===== config.mk =====
export PLATFORM = sky130hd
export DESIGN_NAME = fft8_bfly_stage_flat
export DESIGN_NICKNAME = d
export VERILOG_FILES = /design/src/rtl/fft8_bfly_stage_if.sv /design/src/rtl/fft8_bfly_stage.sv /design/src/flat_wrapper.sv
export SDC_FILE = /design/constraint.sdc
export NUM_CORES = 1
export LEC_CHECK = 0
export CAP_MARGIN = 20
export CORE_ASPECT_RATIO = 1.2
export CORE_MARGIN = 4
export CORE_UTILIZATION = 40
export DETAILED_ROUTE_END_ITERATION = 8
export DONT_BUFFER_PORTS = 1
export MAX_ROUTING_LAYER = met4
export SLEW_MARGIN = 20
export SYNTH_ARGS = -nofsm -noshare
export SYNTH_HDL_FRONTEND = slang
export SYNTH_SLANG_ARGS = --single-unit

===== constraint.sdc =====
create_clock -name clk -period 23.2 [get_ports clk]
set_input_delay 6.96 -clock clk [delete_from_list [all_inputs] [get_ports clk]]
set_output_delay 6.96 -clock clk [all_outputs]
set_load 0.005 [all_outputs]

===== src/rtl/fft8_bfly_stage_if.sv =====
// fft8_bfly_stage_if: stream interface of one radix-2 DIT butterfly stage.
//   in_valid/in_ready/in_sof/in_x0/in_x1    : input pair stream (packed complex Q4.12)
//   out_valid/out_ready/out_sof/out_y0/out_y1 : output pair stream (packed complex Q4.12)
//   master : the side feeding pairs in and consuming results (producer/consumer)
//   slave  : the butterfly stage itself
interface fft8_bfly_stage_if;
  logic        in_valid;
  logic        in_ready;
  logic        in_sof;
  logic [31:0] in_x0;
  logic [31:0] in_x1;
  logic        out_valid;
  logic        out_ready;
  logic        out_sof;
  logic [31:0] out_y0;
  logic [31:0] out_y1;

  modport master (
    output in_valid, in_sof, in_x0, in_x1, out_ready,
    input  in_ready, out_valid, out_sof, out_y0, out_y1
  );

  modport slave (
    input  in_valid, in_sof, in_x0, in_x1, out_ready,
    output in_ready, out_valid, out_sof, out_y0, out_y1
  );
endinterface


===== src/rtl/fft8_bfly_stage.sv =====
// fft8_bfly_stage: three-register pipelined radix-2 DIT butterfly for one
// stage of an 8-point FFT. y0 = x0 + x1*W, y1 = x0 - x1*W, with W = W8^k taken
// from a 4-entry Q4.12 ROM. Packed complex: [31:16] real, [15:0] imag.
//   clk  : rising-edge clock
//   rst  : asynchronous active-high reset
//   bus  : slave side of fft8_bfly_stage_if (input pair stream, output pair stream)
// Parameters: STAGE (0..2) selects the twiddle sequence, SCALE (0/1) is the
// output arithmetic right shift, SAT selects saturation (1) or wrap (0).
module fft8_bfly_stage #(
  parameter int STAGE = 0,
  parameter int SCALE = 1,
  parameter int SAT   = 1
) (
  input  logic              clk,
  input  logic              rst,
  fft8_bfly_stage_if.slave  bus
);

  // Complex Q4.12 product; each component keeps bits [27:12] of the exact sum
  // (floor of the >>12, wrapped to 16 bits).
  function automatic logic [31:0] cmul(input logic [31:0] a, input logic [31:0] b);
    logic signed [15:0] ar, ai, br, bi;
    logic signed [31:0] rr, ii, ri, ir;
    logic signed [32:0] re, im;
    ar = a[31:16];
    ai = a[15:0];
    br = b[31:16];
    bi = b[15:0];
    rr = ar * br;
    ii = ai * bi;
    ri = ar * bi;
    ir = ai * br;
    re = {rr[31], rr} - {ii[31], ii};
    im = {ri[31], ri} + {ir[31], ir};
    return {16'(re >>> 12), 16'(im >>> 12)};
  endfunction

  // One output component: 17-bit sum/difference, scale, then clamp or wrap.
  function automatic logic [15:0] bf_comp(input logic [15:0] x, input logic [15:0] p,
                                          input logic sub);
    logic signed [16:0] s, r;
    logic [15:0]        res;
    if (sub) begin
      s = {x[15], x} - {p[15], p};
    end else begin
      s = {x[15], x} + {p[15], p};
    end
    r = s >>> SCALE;
    if ((SAT != 0) && (r[16] != r[15])) begin
      res = r[16] ? 16'h8000 : 16'h7FFF;
    end else begin
      res = r[15:0];
    end
    return res;
  endfunction

  // Twiddle ROM W8^k in Q4.12.
  function automatic logic [31:0] twiddle(input logic [1:0] k);
    logic [31:0] w;
    case (k)
      2'd0:    w = 32'h1000_0000;
      2'd1:    w = 32'h0B50_F4B0;
      2'd2:    w = 32'h0000_F000;
      2'd3:    w = 32'hF4B0_F4B0;
      default: w = 32'h1000_0000;
    endcase
    return w;
  endfunction

  logic        adv_s;
  logic        acc_s;
  logic [1:0]  j_use_s;
  logic [1:0]  k_s;
  logic [1:0]  j_r;

  logic        v1_r, sof1_r;
  logic [31:0] x0_1_r, x1_1_r, w1_r;
  logic        v2_r, sof2_r;
  logic [31:0] x0_2_r, p2_r;
  logic        out_valid_r, out_sof_r;
  logic [31:0] out_y0_r, out_y1_r;

  // Whole pipeline advances together unless a held output is being stalled.
  assign adv_s        = !out_valid_r || bus.out_ready;
  assign acc_s        = bus.in_valid && adv_s;
  assign bus.in_ready = adv_s;

  assign bus.out_valid = out_valid_r;
  assign bus.out_sof   = out_sof_r;
  assign bus.out_y0    = out_y0_r;
  assign bus.out_y1    = out_y1_r;

  // Pair index of the current beat (sof restarts the frame) and twiddle exponent.
  always_comb begin
    j_use_s = bus.in_sof ? 2'd0 : j_r;
    case (STAGE)
      1:       k_s = {j_use_s[0], 1'b0};
      2:       k_s = j_use_s;
      default: k_s = 2'd0;
    endcase
  end

  // Pair counter: moves only on accepted beats.
  always_ff @(posedge clk or posedge rst) begin
    if (rst) begin
      j_r <= 2'd0;
    end else if (acc_s) begin
      j_r <= j_use_s + 2'd1;
    end else begin
      j_r <= j_r;
    end
  end

  // Three pipeline stages: operand/twiddle capture, multiply, butterfly.
  always_ff @(posedge clk or posedge rst) begin
    if (rst) begin
      v1_r        <= 1'b0;
      sof1_r      <= 1'b0;
      x0_1_r      <= 32'h0;
      x1_1_r      <= 32'h0;
      w1_r        <= 32'h0;
      v2_r        <= 1'b0;
      sof2_r      <= 1'b0;
      x0_2_r      <= 32'h0;
      p2_r        <= 32'h0;
      out_valid_r <= 1'b0;
      out_sof_r   <= 1'b0;
      out_y0_r    <= 32'h0;
      out_y1_r    <= 32'h0;
    end else if (adv_s) begin
      v1_r        <= bus.in_valid;
      sof1_r      <= bus.in_sof && bus.in_valid;
      x0_1_r      <= bus.in_x0;
      x1_1_r      <= bus.in_x1;
      w1_r        <= twiddle(k_s);
      v2_r        <= v1_r;
      sof2_r      <= sof1_r;
      x0_2_r      <= x0_1_r;
      p2_r        <= cmul(x1_1_r, w1_r);
      out_valid_r <= v2_r;
      out_sof_r   <= sof2_r;
      out_y0_r    <= {bf_comp(x0_2_r[31:16], p2_r[31:16], 1'b0),
                      bf_comp(x0_2_r[15:0],  p2_r[15:0],  1'b0)};
      out_y1_r    <= {bf_comp(x0_2_r[31:16], p2_r[31:16], 1'b1),
                      bf_comp(x0_2_r[15:0],  p2_r[15:0],  1'b1)};
    end else begin
      v1_r        <= v1_r;
      sof1_r      <= sof1_r;
      x0_1_r      <= x0_1_r;
      x1_1_r      <= x1_1_r;
      w1_r        <= w1_r;
      v2_r        <= v2_r;
      sof2_r      <= sof2_r;
      x0_2_r      <= x0_2_r;
      p2_r        <= p2_r;
      out_valid_r <= out_valid_r;
      out_sof_r   <= out_sof_r;
      out_y0_r    <= out_y0_r;
      out_y1_r    <= out_y1_r;
    end
  end

endmodule


===== src/flat_wrapper.sv =====
// flat-port wrapper written by rule: the top's interface ports become plain ports
module fft8_bfly_stage_flat 
#(
  parameter int STAGE = 0,
  parameter int SCALE = 1,
  parameter int SAT   = 1
)
  (clk, rst, bus_in_valid, bus_in_sof, bus_in_x0, bus_in_x1, bus_out_ready, bus_in_ready, bus_out_valid, bus_out_sof, bus_out_y0, bus_out_y1);
  fft8_bfly_stage_if bus_i ();
  input  logic clk;
  input  logic rst;
  input wire logic [$bits(bus_i.in_valid)-1:0] bus_in_valid;
  input wire logic [$bits(bus_i.in_sof)-1:0] bus_in_sof;
  input wire logic [$bits(bus_i.in_x0)-1:0] bus_in_x0;
  input wire logic [$bits(bus_i.in_x1)-1:0] bus_in_x1;
  input wire logic [$bits(bus_i.out_ready)-1:0] bus_out_ready;
  output wire logic [$bits(bus_i.in_ready)-1:0] bus_in_ready;
  output wire logic [$bits(bus_i.out_valid)-1:0] bus_out_valid;
  output wire logic [$bits(bus_i.out_sof)-1:0] bus_out_sof;
  output wire logic [$bits(bus_i.out_y0)-1:0] bus_out_y0;
  output wire logic [$bits(bus_i.out_y1)-1:0] bus_out_y1;
  assign bus_i.in_valid = bus_in_valid;
  assign bus_i.in_sof = bus_in_sof;
  assign bus_i.in_x0 = bus_in_x0;
  assign bus_i.in_x1 = bus_in_x1;
  assign bus_i.out_ready = bus_out_ready;
  assign bus_in_ready = bus_i.in_ready;
  assign bus_out_valid = bus_i.out_valid;
  assign bus_out_sof = bus_i.out_sof;
  assign bus_out_y0 = bus_i.out_y0;
  assign bus_out_y1 = bus_i.out_y1;
  fft8_bfly_stage #(.STAGE(STAGE), .SCALE(SCALE), .SAT(SAT)) u_core (.clk(clk), .rst(rst), .bus(bus_i));
endmodule

* Word-level counts from Yosys, hierarchy flattened
Index checks and enable logic that the tools add are counted.
Word-level totals: output and inout port bits 67, register bits 199, input bits 69, word-level logic and storage cells 26
Operators by class: mux-type cells 4, multiply operators 2, $add $sub $neg 4, reductions and logical operators 3
Operators by type and width (number):
- $mux 17 | 4
- $add 16x16->17 | 2
- $sub 16x16->17 | 2
- $mul 16x2->16 | 2
- $logic_and 1x1->1 | 1
- $logic_not 1->1 | 1
- $logic_or 1x1->1 | 1

* Depth between registers and ports, before layout
Gate-level depths: netlist of run 1.
depth in word-level cells 3, gate-level depth with buffers 9, mapped depth without buffers 8

* Worst setup path before layout of run 1
No wires, ideal clock.
kind input to output, start input port bus_out_ready, end output port bus_in_ready, path buffers 2, stages on the path 4, setup slack 8.699 ns, arrival time 7.541 ns, data required time 16.240 ns, cell sequence nor2b_1 inv_1 buf_6 clkbuf_1
Between the ends: longest elaborated chain between the ends 1
RTL lines:
- start: declaration | RTL line flat_wrapper.sv:16 | input wire logic [$bits(bus_i.out_ready)-1:0] bus_out_ready;
- $logic_or 1x1->1 | RTL line fft8_bfly_stage.sv:84 | assign adv_s = !out_valid_r || bus.out_ready;
- end: declaration | RTL line flat_wrapper.sv:17 | output wire logic [$bits(bus_i.in_ready)-1:0] bus_in_ready;
No other way between the ends.

* Worst setup path after layout of run 1
Same ends and word-level chain as after synthesis.

==> run metrics, run 1 <==
max incr delay on CP 0.31 ns; final setup fails 0; row cnt 64; xor-xnor portion of the synthesized cell area 3.76%; IO Count 136; CP required 16.24 ns; top cells by count, synth 362 x nand2_1, 199 x dfrtp_1, 73 x a21oi_1; Post-synth ARST share 100%; n_diodes 0; DRC 0; family with the most delay on the worst path buffers and inverters; layout cells sized above 1 4.50%; clock sink total 199; count leader, synth nand2_1; total chip power 1720 µW; Leak 0.00539 µW; Final GP Congestion 0.869; vias 7775; largest net degree at the start of global routing 94; TritonCTS clock tree built; final slew viol count 0; post-synth top area share 47.5%; Hold Fails Final Rpt 0; DR WL/cell 17.3 µm; P&R area growth vs syn 6.84%; CP Cell Sequence nor2b_4, inv_6; PwrDens 154 mW/mm²; initial DRC count 384; die area 0.0289 mm²; total CTS buffers 17; first-pass GRT wire length 42.1 mm; unrepaired setup endpoints after global routing false; final net count 1297; Total GRT Usage 19.0%; IO buf count 0; fmax 70.1 MHz; drt pass-1 iters 5; HPWL after DPL 19.0 mm; hold buffer count at cts 0; Gate Count Post-Synth 1210; Yosys Warn Count 0; antenna-violating nets left 0; DR vias/cell 5.16; vias in the first global route 7678; post_cts resized 0; Final Critical Period 14.26 ns; post-CTS setup buffers 0; mux contribution to synthesized area 0.382%; Max-Cap Viols 0; Int Pwr 963 µW; CTS H-tree depth 4; combinational group share of total power 48.5%; CP Capture Type output port; Worst Setup Start Kind input pin; post-synthesis adder-cell area fraction 7.92%; Worst-Margin Slew 0.867 ns; largest family of logic cells by synthesized area simple AND/OR/NAND/NOR gates; core area 0.0256 mm²; fill cell count 2594; CP Data Arrival Time 7.30 ns; WS Path Type in2out; Synthesized Nets 1343; Clock Latency Late Sink 0.44 ns; grt ovf 0; Clk network pwr share 17.4%; Post-Place Cell Area 0.0106 mm²; Worst Skew 0.0111 ns; Most used DFF post-synth dfrtp_1; pre-CTS setup slack 8.90 ns; Post-synth EDFFs 0; Finished Cell Area 0.0112 mm²; status finished clean; Seq/Total Area, Yosys 47.5%; Min-Delay Path Class reg2reg; Seq cells post-synth 199; final period utilization 61.5%; initial antenna violation count 0; synthesized area 0.0105 mm²; Unique masters post-synth 64; Fin Setup TNS 0 ns; DIE WIDTH 156 µm; slowest CP cell inv_6; CTS root buffer clkbuf_16; post-synthesis simple-gate area fraction 21.5%; WP buf/inv 1; DRT Wirelength 26.1 mm; switching power 758 µW; die height 185 µm; CP max FO 64; Initial Util 40.9%; VDD IR max 0.0516 mV; post-synth top area cell dfrtp_1; clock transition at the registers of the reported paths 0.07 ns; Mean Syn Cell Area 8.67 µm²; maximum clock path buffer count 2; final worst slack 8.94 ns; worst rel slew slack 41.7%; switch share 44.1%; Reg power frac 34.1%; Compound-Gate Fraction of Synth Area 13.4%; Area contributors post-synth dfrtp_1 47%, nand2_1 13%, ha_1 7.2%
## stage by stage
step           utilization, %  hold slack [ns]  instances
2_1_floorplan               -            0.430       1210
3_3_place_gp             41.5            0.450       1475
3_5_place_dp             41.5            0.455       1475
4_1_cts                  43.7            0.472       1507
5_1_grt                  43.7            0.483       1507
6_report                 43.7            0.467       1507
## cell type report
type | count | area, µm² | area share (%)
clock buffer | 20 | 437 | 3.90
clock inverter | 12 | 143 | 1.27
inverter | 63 | 249 | 2.22
multi-input combinational | 876 | 4930 | 44.0
sequential | 199 | 4980 | 44.5
tap | 330 | 413 | 3.69
timing repair buffer | 7 | 52.6 | 0.469
## state kept, by name, summed over array words and instances (netlist names)
signal                cells
u_core.bus.out_sof        1
u_core.bus.out_valid      1
u_core.bus.out_y0        32
u_core.bus.out_y1        32
u_core.p2_r              32
u_core.sof1_r             1
u_core.sof2_r             1
u_core.v1_r               1
u_core.v2_r               1
u_core.w1_r               1
u_core.x0_1_r            32
u_core.x0_2_r            32
u_core.x1_1_r            32
## per-layer routing
metal	up-vias	track usage, %	routed length, µm
met4	0	5.71	473
met3	23	4.63	1540
met1	3691	27.3	13100
li1	3902	-	-
met2	159	26.6	11000
met5	-	-	0
## power groups by stage
| stage | sequential (µW) | clock, µW | combinational, µW |
|---|---|---|---|
| floorplan | 557 | 0 | 659 |
| global placement | 592 | 0 | 826 |
| detailed placement | 598 | 0 | 834 |
| CTS | 591 | 307 | 840 |
| global route | 607 | 320 | 943 |
| finish | 588 | 299 | 835 |
## cell usage in the layout (no fill, tap or decap), types with 3 or more instances in the layout
cell type	n
o211a_1	4
fa_1	4
nor2b_1	13
xnor2_1	34
o211ai_1	3
mux2i_1	4
o31ai_1	10
o311ai_1	4
o21bai_1	4
a211o_1	3
nor3_1	11
a31oi_1	8
nor4_1	7
a21o_1	6
nand2_1	362
a211oi_1	3
o21a_1	4
clkbuf_16	17
and2_1	3
clkbuf_1	3
o22ai_1	3
o21ai_0	57
nand2b_1	10
dfrtp_1	199
xor2_1	11
inv_1	59
inv_8	3
o21ai_1	11
inv_6	4
a221oi_1	4
nand4_1	5
a21boi_1	5
nor2_1	68
a21oi_1	73
buf_4	7
ha_1	60
a311oi_1	4
nand3_1	45
and3_1	4
or3_1	3
## cell families (layout without fill, tap and decap cells)
| family | count (synthesis) | in the layout |
|---|---|---|
| fa+ha+maj | 64 | 64 |
| simple gates | 540 | 540 |
| mux | 4 | 4 |
| buf+inv | 135 | 102 |
| xor+xnor | 45 | 45 |
| compound gates | 223 | 223 |
| flops | 199 | 199 |
## worst paths after layout
kind	startpoint	end	slack, ns	cells after the start
setup / recovery	bus_out_ready	bus_in_ready	8.94	2
hold / removal	u_core.x1_1_r[6]	u_core.x1_1_r[6]	0.47	2
setup reg to reg	u_core.bus.out_valid	u_core.bus.out_y0[30]	20.41	7
hold reg to reg	u_core.x1_1_r[6]	u_core.x1_1_r[6]	0.47	2
max in group asynchronous	rst	u_core.p2_r[1]	14.83	3
min in group asynchronous	rst	u_core.x0_1_r[23]	6.46	1
Power figures use the tool's default switching activity.
==> run 2: changes to the inputs <==
==> constraint.sdc (replaced) <==
create_clock -name clk -period 12.9 [get_ports clk]
set_input_delay 3.87 -clock clk [delete_from_list [all_inputs] [get_ports clk]]
set_output_delay 3.87 -clock clk [all_outputs]
set_load 0.005 [all_outputs]
==> run 2 against run 1 <==
Sequential share of layout area down 0.22 points. Cell area rose by 0.50%. First-iteration DRC count increased by 31%. Die area stayed put. Critical path depth increased by 1. Register-to-register slack lost 11 ns. Count of clock-buffer cells in the layout decreased by 2. Hold slack is essentially flat. Flip-flop and latch count did not move. Combinational power is 81% higher. Critical endpoint unchanged. Highest routed layer unchanged.
==> run metrics, run 2 (synthesis gave the netlist of run 1 again) <==
IO Count 136; DRT Wirelength 26.0 mm; initial DRC count 502; Initial Util 40.9%; vias in the first global route 7544; DIE WIDTH 156 µm; Fin Setup TNS 0 ns; slowest CP cell buf_4; Worst-Margin Slew 0.889 ns; clock sink total 199; CP max FO 83; Total GRT Usage 18.9%; largest net degree at the start of global routing 151; TritonCTS clock tree built; PwrDens 279 mW/mm²; max incr delay on CP 0.68 ns; fmax 113 MHz; VDD IR max 0.0777 mV; total CTS buffers 17; final slew viol count 0; met3 Use GR 4.30%; Final Critical Period 8.88 ns; final worst slack 4.02 ns; grt ovf 0; DR WL/cell 17.3 µm; n_diodes 0; die area 0.0289 mm²; final period utilization 68.9%; maximum clock path buffer count 2; CP required 9.03 ns; IO buf count 0; most common cell after layout, fill and taps aside nand2_1; Worst Skew 0.0117 ns; post_cts resized 0; layout cells sized above 1 4.59%; Max-Cap Viols 0; final setup fails 0; worst rel slew slack 40.7%; HPWL after DPL 18.9 mm; Min-Delay Path Class reg2reg; CTS H-tree depth 4; DRC 0; pre-CTS setup slack 3.98 ns; vias 7832; WS Path Type in2out; P&R area growth vs syn 7.37%; final net count 1296; CP Cell Sequence nor2b_4, buf_4, inv_6; most used routing layer met1; GR Util met2 26.1%; total chip power 3140 µW; Hold Fails Final Rpt 0; CTS root buffer clkbuf_16; Final GP Congestion 0.889; DR vias/cell 5.20; CP Data Arrival Time 5.01 ns; met1 Usage GRT 27.7%; die height 185 µm; Worst Setup Start Kind input pin; fill cell count 2548; CP Capture Type output port; hold buffer count at cts 0; most frequent cells in the layout 362 x nand2_1, 199 x dfrtp_1, 73 x a21oi_1; row cnt 64; status finished clean; post-CTS setup buffers 0; Leak 0.00542 µW; Clock Latency Late Sink 0.44 ns; first-pass GRT wire length 41.8 mm; antenna-violating nets left 0; core area 0.0256 mm²; clock transition at the registers of the reported paths 0.07 ns; Core Util, Final 43.9%; drt pass-1 iters 4; initial antenna violation count 0; unrepaired setup endpoints after global routing false
==> run 2: cell types whose count changed in the layout (fill, tap and decap cells not counted) <==
cell	change
clkinv_8	+3
clkbuf_1	-2
clkinv_2	-2
clkinv_4	+2
clkinvlp_4	-2
buf_4	-1
bufinv_16	+1
==> run 2: cell type report <==
class                      count  area, µm²  share of cell area, %
clock buffer                  18        429                   3.81
clock inverter                14        209                   1.86
inverter                      63        254                   2.26
multi-input combinational    876       4930                   43.8
sequential                   199       4980                   44.2
tap                          330        413                   3.67
timing repair buffer           6       45.0                  0.400
==> run 2: final timing paths <==
| path | start | endpoint | slack (ns) | cells past startpoint |
|---|---|---|---|---|
| setup / recovery | bus_out_ready | bus_in_ready | 4.02 | 3 |
| hold / removal | u_core.x0_1_r[11] | u_core.x0_2_r[11] | 0.47 | 2 |
| setup reg to reg | u_core.bus.out_valid | u_core.p2_r[15] | 9.44 | 7 |
| hold reg to reg | u_core.x0_1_r[11] | u_core.x0_2_r[11] | 0.47 | 2 |
| max in group asynchronous | rst | u_core.bus.out_y1[9] | 8.32 | 2 |
| min in group asynchronous | rst | u_core.x0_1_r[19] | 3.38 | 1 |
==> run 2: power breakdown <==
| group | leakage (µW) | internal (µW) | switching [µW] |
|---|---|---|---|
| clock | 0.000311 | 316 | 261 |
| sequential | 0.00238 | 867 | 188 |
| combinational | 0.00273 | 573 | 932 |
| total | 0.00542 | 1760 | 1380 |
==> run 2: worst max-delay path: cells and delay by family <==
kind	cells	cell delay, ns
buffers and inverters	2	1.05
AND/OR/NAND/NOR	1	0.07
==> run 2: per-layer routing <==
metal / share of wire [%] / routed length (µm) / vias up
li1: - / - / 3901
met4: 1.6 / 422 / 0
met5: 0 / 0 / -
met2: 43 / 11100 / 163
met3: 6.0 / 1550 / 27
met1: 50 / 13000 / 3741
==> run 2: per-stage QoR <==
step	instance area [µm²]	hold WS (ns)	instances
after floorplan	10500	0.430	1210
after global placement	10600	0.445	1474
after detailed placement	10600	0.455	1474
after CTS	11300	0.474	1506
after global routing	11300	0.493	1506
final	11300	0.467	1506
==> run 3: changes to the inputs <==
==> constraint.sdc (replaced) <==
create_clock -name clk -period 9.1 [get_ports clk]
set_input_delay 2.73 -clock clk [delete_from_list [all_inputs] [get_ports clk]]
set_output_delay 2.73 -clock clk [all_outputs]
set_load 0.005 [all_outputs]
==> run 3 against run 2 <==
Clock skew decreased by 0.0036 ns. Die area did not move. Flip-flop and latch count stayed put. Routed wire length barely moved. Combinational power is 41% higher. Cell area is 0.18% lower. Sequential share of layout area grew 0.079 points. Critical path type unchanged. Critical endpoint unchanged. Largest cell class unchanged. Largest power group unchanged.
==> run metrics, run 3 (synthesis gave the netlist of run 1 again) <==
Max-Cap Viols 0; VDD IR max 0.178 mV; maximum clock path buffer count 2; Worst Setup Start Kind input pin; final period utilization 67.1%; Initial Util 40.9%; post-CTS setup buffers 0; layout cells sized above 1 4.51%; FF-to-FF path depth 7; CP Data Arrival Time 3.38 ns; vias 7759; final setup fails 0; Register Area 0.00498 mm²; Clock Latency Late Sink 0.44 ns; drt pass-1 iters 5; Final Critical Period 6.11 ns; die height 185 µm; final net count 1295; fill cell count 2577; Final GP Congestion 0.895; max incr delay on CP 0.59 ns; CTS root buffer clkbuf_16; IO Count 136; pre-CTS setup slack 2.97 ns; clock sink total 199; DRT Wirelength 26.0 mm; CP Cell Sequence nor2b_4, inv_6; core area 0.0256 mm²; worst rel slew slack 31.1%; PwrDens 395 mW/mm²; clock transition at the registers of the reported paths 0.08 ns; Worst Skew 0.00804 ns; Hold Fails Final Rpt 0; CTS H-tree depth 4; WHS Endpoint u_core.v2_r; DRC 0; Total GRT Usage 19.0%; total chip power 4440 µW; WP buf/inv 1; FF-to-FF setup slack 6.32 ns; hold buffer count at cts 0; Min-Delay Path Class reg2reg; grt ovf 0; CP Capture Type output port; antenna-violating nets left 0; Worst R2R End u_core.bus.out_y0[29]; initial DRC count 463; first-pass GRT wire length 42.3 mm; CP required 6.37 ns; HPWL after DPL 18.7 mm; post_cts resized 0; DIE WIDTH 156 µm; most common cell after layout, fill and taps aside nand2_1; die area 0.0289 mm²; most frequent cells in the layout 362 x nand2_1, 199 x dfrtp_1, 73 x a21oi_1; Multi-input gate area 0.00493 mm²; worst hold stages 2; Leak 0.00541 µW; TritonCTS clock tree built; vias in the first global route 7681; total CTS buffers 17; DR WL/cell 17.3 µm; WS Path Type in2out; final slew viol count 0; unrepaired setup endpoints after global routing false; status finished clean; final worst slack 2.99 ns; row cnt 64; n_diodes 0; fmax 164 MHz; CP max FO 133; DR vias/cell 5.16; worst hold start u_core.v2_r; family with the most delay on the worst path buffers and inverters; Fin Setup TNS 0 ns; IO buf count 0; Core Util, Final 43.9%; initial antenna violation count 0; largest net degree at the start of global routing 145; slowest CP cell inv_6; P&R area growth vs syn 7.18%; Worst-Margin Slew 1.03 ns; FF-to-FF Start u_core.x0_2_r[26]
## run 3: cell count changes in the layout (fill, tap and decap cells not counted), sizes merged
cell      previous run  this run
buf                  6         5
bufinv               3         4
clkinvlp             0         1
inv                 68        66
## run 3: final cells by class
type / instances / area share (%)
clock buffer: 18 / 3.82
clock inverter: 14 / 1.75
inverter: 63 / 2.26
multi-input combinational: 876 / 43.9
sequential: 199 / 44.3
tap: 330 / 3.67
timing repair buffer: 5 / 0.334
## run 3: worst max path at each step
stage	from	to	slack, ns	cells after the start
global placement	bus_out_ready	bus_in_ready	2.98	2
finish	bus_out_ready	bus_in_ready	2.99	2
CTS	bus_out_ready	bus_in_ready	2.97	2
floorplan	rst	u_core.bus.out_sof	0.94	1
global route	bus_out_ready	bus_in_ready	2.90	2
detailed placement	bus_out_ready	bus_in_ready	2.97	2
## run 3: report_power, final
part	switching [µW]	internal, µW
Sequential	268	1230
Clock	355	465
Combinational	1310	813
## run 3: layer usage
layer | part of all wire [%] | GRT usage, %
met2 | 42 | 26.0
met1 | 50 | 27.3
met4 | 1.9 | 5.32
met5 | 0 | -
met3 | 6.1 | 5.56
## run 3: stage by stage
stage | cell area [µm²] | hold slack (ns) | cells
4_1_cts | 11200 | 0.473 | 1505
2_1_floorplan | 10500 | 0.430 | 1210
6_report | 11200 | 0.465 | 1505
5_1_grt | 11200 | 0.486 | 1505
3_3_place_gp | 10600 | 0.450 | 1473
3_5_place_dp | 10600 | 0.455 | 1473
==> patch 1: new RTL, settings of run 1 <==
Make the reset (`rst`) synchronous in 2 clocked blocks. Comments in the files are not updated.
--- a/src/rtl/fft8_bfly_stage.sv
+++ b/src/rtl/fft8_bfly_stage.sv
@@ -103,3 +103,3 @@
   // Pair counter: moves only on accepted beats.
-  always_ff @(posedge clk or posedge rst) begin
+  always_ff @(posedge clk) begin
     if (rst) begin
@@ -114,3 +114,3 @@
   // Three pipeline stages: operand/twiddle capture, multiply, butterfly.
-  always_ff @(posedge clk or posedge rst) begin
+  always_ff @(posedge clk) begin
     if (rst) begin
Formal check against the unedited RTL: differs if rst is asserted again (counterexample within 4 cycles, from zero or initial values and one cycle with rst high); with rst held inactive, the same outputs for 4 cycles.
==> patch 1 against run 1 <==
  * Global-route usage increased by 0.37 points
  * Routed wire length increased by 2.3%
  * Setup slack got worse by 230 ps
  * Sequential cell count unchanged
  * Non-clock buffer count decreased by 2
  * Synthesized cell count increased by 7.4%
  * Critical endpoint unchanged
  * Hold slack got worse by 22 ps
  * Critical path type unchanged
  * Synthesized area decreased by 3.1%
  * Design area decreased by 3.3%
Power is not compared: it rests on default switching activity, and its combinational part moved more than twofold at a synthesized area within 25%.
==> patch 1: results <==
group,metric,value,unit
pwr,intPower,578,uW
routing,vias,8424,
routing,wl_met3,1.91,mm
worst_setup_path,r2r_slack,20490,ps
timing,finClkSkew,10.3,ps
yosys,synth_fp_nets,1433,
global_routing,antenna_found_initial,0,
routing,drt_first_pass_iters,5,
global_routing,track_usage,19.4,%
worst_setup_path,r2r_end,"u_core.bus.out_y0[17]$_SDFFE_PP0P_",
timing,max-slew-margin-rel,36.4,%
worst_setup_path,crit_slowest_cell,"nor2b_4",
global_routing,grt_max_degree,196,
yosys,yosys-top-cells-count,"nand2_1 (293), a21oi_1 (203), dfxtp_1 (199)",
clocking,clkLatencyLatePin,440,ps
yosys,yosysSeqAreaShare,39.2,%
worst_setup_path,critPathMaxStageDelay,350,ps
routing,wl_met2,10.6,mm
worst_setup_path,arrival,7530,ps
worst_setup_path,rr_worst_depth,6,
yosys,synth_cell_type_count,79,
placed_design,hpwl,18.5,mm
routing,wire_per_inst,17.1,um
clocking,clk_pin_slew,80,ps
outcome,status,"complete, no violations",
clocking,htree_levels,4,
worst_setup_path,cp_max_fo,41,
yosys,synthArstFlopShare,0,%
placed_design,place_inst,1534,
placed_design,portBuffers,0,
cells_and_area,drive_gt1_share,5.64,%
yosys,netlist_top_cells_area,"dfxtp_1 (39%), nand2_1 (11%), a21oi_1 (10%), ha_1 (7.4%), xnor2_1 (2.7%)",
clocking,cts_inserted_buffers,17,
worst_hold_path,min_to,"u_core.sof2_r$_SDFFE_PP0P_",
routing,vias_per_cell,5.38,
routing,drt-initial-drc-count,647,
placed_design,place_congestion,0.886,
global_routing,grt_pass1_wl,43.0,mm
worst_setup_path,critical-path-top-delay-family,"simple AND/OR/NAND/NOR gates",
worst_hold_path,min_path_type,"reg2reg",
global_routing,grt_pass1_vias,7745,
yosys,synth_ff_type,"dfxtp_1",
yosys,synth_cells,1300,
worst_setup_path,reg2reg_from,"u_core.bus.out_valid$_SDFFE_PP0P_",
worst_hold_path,hp-start,"u_core.sof1_r$_SDFFE_PP0P_",
routing,wl_met1,13.9,mm
-- patch 1: cell count changes after synthesis, moves of 15 or more --
cell      before  now
a211oi_1       3   23
dfxtp_1        0  199
dfrtp_1      199    0
clkbuf_1      49   64
nand2_1      362  293
a21oi_1       73  203
o21ai_0       57   25
-- patch 1: cells by family after synthesis --
kind of cell | count (synthesis) | share of synthesized area, %
and+or+nand+nor | 487 | 20.9
adders and majority gates | 64 | 8.18
DFF | 199 | 39.2
xor gates and xnor gates | 33 | 2.85
buffers and inverters | 156 | 6.13
AOI/OAI and AO/OA | 356 | 22.2
muxes | 5 | 0.493
-- patch 1: through the flow --
stage	total power (uW)	worst slack [ps]	util (%)	instance area [um2]	hold WS, ps
global placement	491	8700	41.1	10200	436
global route	837	8620	43.6	10800	467
detailed placement	492	8670	41.1	10200	439
CTS	809	8670	43.6	10800	450
finish	801	8710	43.6	10800	445
floorplan	469	8470	-	10200	432
-- patch 1: how the worst max path moves through the flow --
stage / startpoint / to / slack (ps)
finish: bus_out_ready / bus_in_ready / 8710
global route: bus_out_ready / bus_in_ready / 8620
CTS: bus_out_ready / bus_in_ready / 8670
detailed placement: bus_out_ready / bus_in_ready / 8670
global placement: bus_out_ready / bus_in_ready / 8700
floorplan: bus_out_ready / bus_in_ready / 8470
-- patch 1: routing by layer --
| metal | global-route usage, % | up-vias |
|---|---|---|
| met3 | 6.05 | 20 |
| met2 | 25.2 | 204 |
| met1 | 29.0 | 3883 |
| met4 | 4.45 | 0 |
| li1 | - | 4317 |
| met5 | - | - |
-- patch 1: layout make-up --
class	instances	area, um2
Clock inverter	14	190
Clock buffer	18	429
Timing Repair Buffer	5	37.5
Multi-Input combinational cell	945	5560
Fill cell	2572	14000
Tap cell	325	407
Inverter	60	230
Sequential cell	199	3980
-- patch 1: power by group through the flow --
stage / logic, uW / registers (uW) / clock network, uW
3_3_place_gp: 99.3 / 391 / 0
5_1_grt: 113 / 387 / 338
2_1_floorplan: 84.3 / 385 / 0
3_5_place_dp: 100 / 392 / 0
4_1_cts: 101 / 384 / 324
6_report: 101 / 384 / 317
==> patch 2: new RTL, flow settings as in run 1 <==
Made on the original files. `SAT` is set to 1 in 2 places; all go to 0. Comments in the files are not updated.
--- a/src/rtl/fft8_bfly_stage.sv
+++ b/src/rtl/fft8_bfly_stage.sv
@@ -11,3 +11,3 @@
   parameter int SCALE = 1,
-  parameter int SAT   = 1
+  parameter int SAT   = 0
 ) (
--- a/src/flat_wrapper.sv
+++ b/src/flat_wrapper.sv
@@ -5,3 +5,3 @@
   parameter int SCALE = 1,
-  parameter int SAT   = 1
+  parameter int SAT   = 0
 )
Formal check against the unedited RTL: no difference found for any inputs over 4 cycles, from zero or initial values and one cycle with rst high; that may be too few to reach the edited logic, so the function may still have changed.
==> patch 2 against run 1 <==
  * Critical path depth rose by 1
  * Core utilization rose by 0.19 points
  * Design area fell by 0.50%
  * Global-route usage fell by 1.2 points
  * Routed wire length fell by 7.5%
  * Total power fell by 0.49%
  * Largest cell class unchanged
  * Critical path type unchanged
  * Hold slack got worse by 1.1 ps
  * Setup slack got worse by 820 ps
  * Sequential cell count did not move
  * Maximum frequency fell by 5.4%
  * Non-clock buffer count fell by 1
  * Synthesized cell count fell by 2.4%
  * Count of clock-buffer cells in the layout did not move
  * Synthesized area fell by 1.9%
  * Highest routed layer unchanged
==> patch 2: results <==
group,metric,value,unit
clocking,post_cts_buffers,0,
cells_and_area,antenna_cells,0,
routing,wire_per_inst,16.3,um
outcome,status,"complete, no violations",
global_routing,antenna_found_initial,0,
worst_hold_path,min_path_type,"reg2reg",
pwr,ir_worst_vdd,0.0000499,V
timing,max-slew-margin-rel,36.6,%
routing,drt-initial-drc-count,450,
global_routing,grt_pass1_wl,39.2,mm
cells_and_area,nFillCells,2506,
placed_design,portBuffers,0,
worst_setup_path,critical-path-top-delay-family,"buffers and inverters",
yosys,synth_cell_type_count,62,
worst_setup_path,crit_slowest_cell,"buf_4",
yosys,yosys-top-cells-count,"nand2_1 (358), dfrtp_1 (199), nor2_1 (76)",
yosys,synthArstFlopShare,100,%
placed_design,place_congestion,0.890,
worst_setup_path,critPathMaxStageDelay,690,ps
clocking,root_buffer,"clkbuf_16",
pwr,power.leakage,0.00543,uW
worst_setup_path,cp_max_fo,87,
yosys,yosysSeqAreaShare,48.4,%
clocking,clkLatencyLatePin,440,ps
clocking,htree_levels,4,
yosys,netlist_top_cells_area,"dfrtp_1 (48%), nand2_1 (13%), ha_1 (7.3%), a21oi_1 (3.4%), xnor2_1 (2.8%)",
clocking,cts_inserted_buffers,17,
routing,drt_first_pass_iters,5,
timing,finClkSkew,9.23,ps
worst_hold_path,holdPathStages,2,
global_routing,grt_max_degree,124,
yosys,synth_fp_nets,1314,
worst_setup_path,rr_worst_depth,9,
global_routing,track_usage,17.8,%
clocking,ctsLongestPathBuffers,2,
cells_and_area,drive_gt1_share,5.20,%
clocking,cts_resized,0,
routing,vias,7463,
worst_setup_path,arrival,8120,ps
clocking,clk_pin_slew,70,ps
yosys,yosys_warnings,0,
global_routing,grt_pass1_vias,7274,
placed_design,hpwl,17.2,mm
[patch 2: changes by cell type in the layout (fill, tap and decap cells not counted), sizes merged, moves of 5 or more]
| cell | delta |
|---|---|
| inv | -6 |
| nand3 | -10 |
| nor2 | +8 |
| nor4 | -5 |
| o21bai | +8 |
| o41ai | +5 |
[patch 2: metrics by stage]
stage	std cells	area (um2)	power, uW	worst slack, ps	util, %
floorplan	1181	10300	1200	8590	-
global placement	1451	10500	1370	8090	41.3
detailed placement	1451	10500	1390	8080	41.3
CTS	1483	11100	1730	8070	43.9
global route	1483	11100	1860	7970	43.9
finish	1483	11100	1710	8120	43.9
[patch 2: kinds of logic (layout without fill, tap and decap cells)]
kind of cell	after synthesis	after routing	share of synthesized area, %
adders and majority gates	64	64	8.08
muxes	1	1	0.0974
DFF	199	199	48.4
and+or+nand+nor	525	525	21.0
xor gates and xnor gates	43	43	3.66
buffers and inverters	128	100	4.88
AOI/OAI and AO/OA	221	221	13.8
[patch 2: area by class of cell]
| cell class | instances | share of cell area, % |
|---|---|---|
| clock inverters | 12 | 1.78 |
| multi-input cells | 854 | 43.1 |
| well taps | 330 | 3.70 |
| flip-flops and latches | 199 | 44.7 |
| repair buffers | 6 | 0.404 |
| inverters | 62 | 2.20 |
| clock buffers | 20 | 4.10 |
[patch 2: metal layers]
metal | wire length, um | vias up | share of wire (%) | GRT usage [%]
li1 | - | 3773 | - | -
met1 | 11400 | 3531 | 47 | 24.3
met2 | 10700 | 139 | 44 | 25.9
met3 | 1690 | 20 | 7.0 | 5.39
met4 | 342 | 0 | 1.4 | 4.77
met5 | 0 | - | 0 | -
[patch 2: worst reg2reg max path: cells and delay by family, from the launching register on]
family	cells	cell delay, ps
AO/OA/AOI/OAI	5	1160
AND/OR/NAND/NOR	2	520
flip-flops	1	430
XOR/XNOR	1	270
adder cells (fa/ha/maj)	1	420
[patch 2: worst paths after layout]
path                                                          end  slack, ps                     startpoint
worst max register to register  u_core.bus.out_y0[29]$_DFFE_PP0P_      20270  u_core.x0_2_r[21]$_DFFE_PP0P_
worst min-delay path                u_core.x0_1_r[16]$_DFFE_PP0P_        470  u_core.x0_1_r[16]$_DFFE_PP0P_
worst max-delay path                                 bus_in_ready       8120                  bus_out_ready
worst min register to register      u_core.x0_1_r[16]$_DFFE_PP0P_        470  u_core.x0_1_r[16]$_DFFE_PP0P_
max in group asynchronous           u_core.x0_2_r[21]$_DFFE_PP0P_      15080                            rst
min in group asynchronous            u_core.x0_1_r[6]$_DFFE_PP0P_       6470                            rst
[patch 2: power by group]
| part | switching, uW | internal, uW | leakage, uW |
|---|---|---|---|
| Clock | 133 | 197 | 0.000308 |
| Sequential | 106 | 482 | 0.00238 |
| Combinational | 475 | 319 | 0.00275 |
| Total | 714 | 998 | 0.00543 |
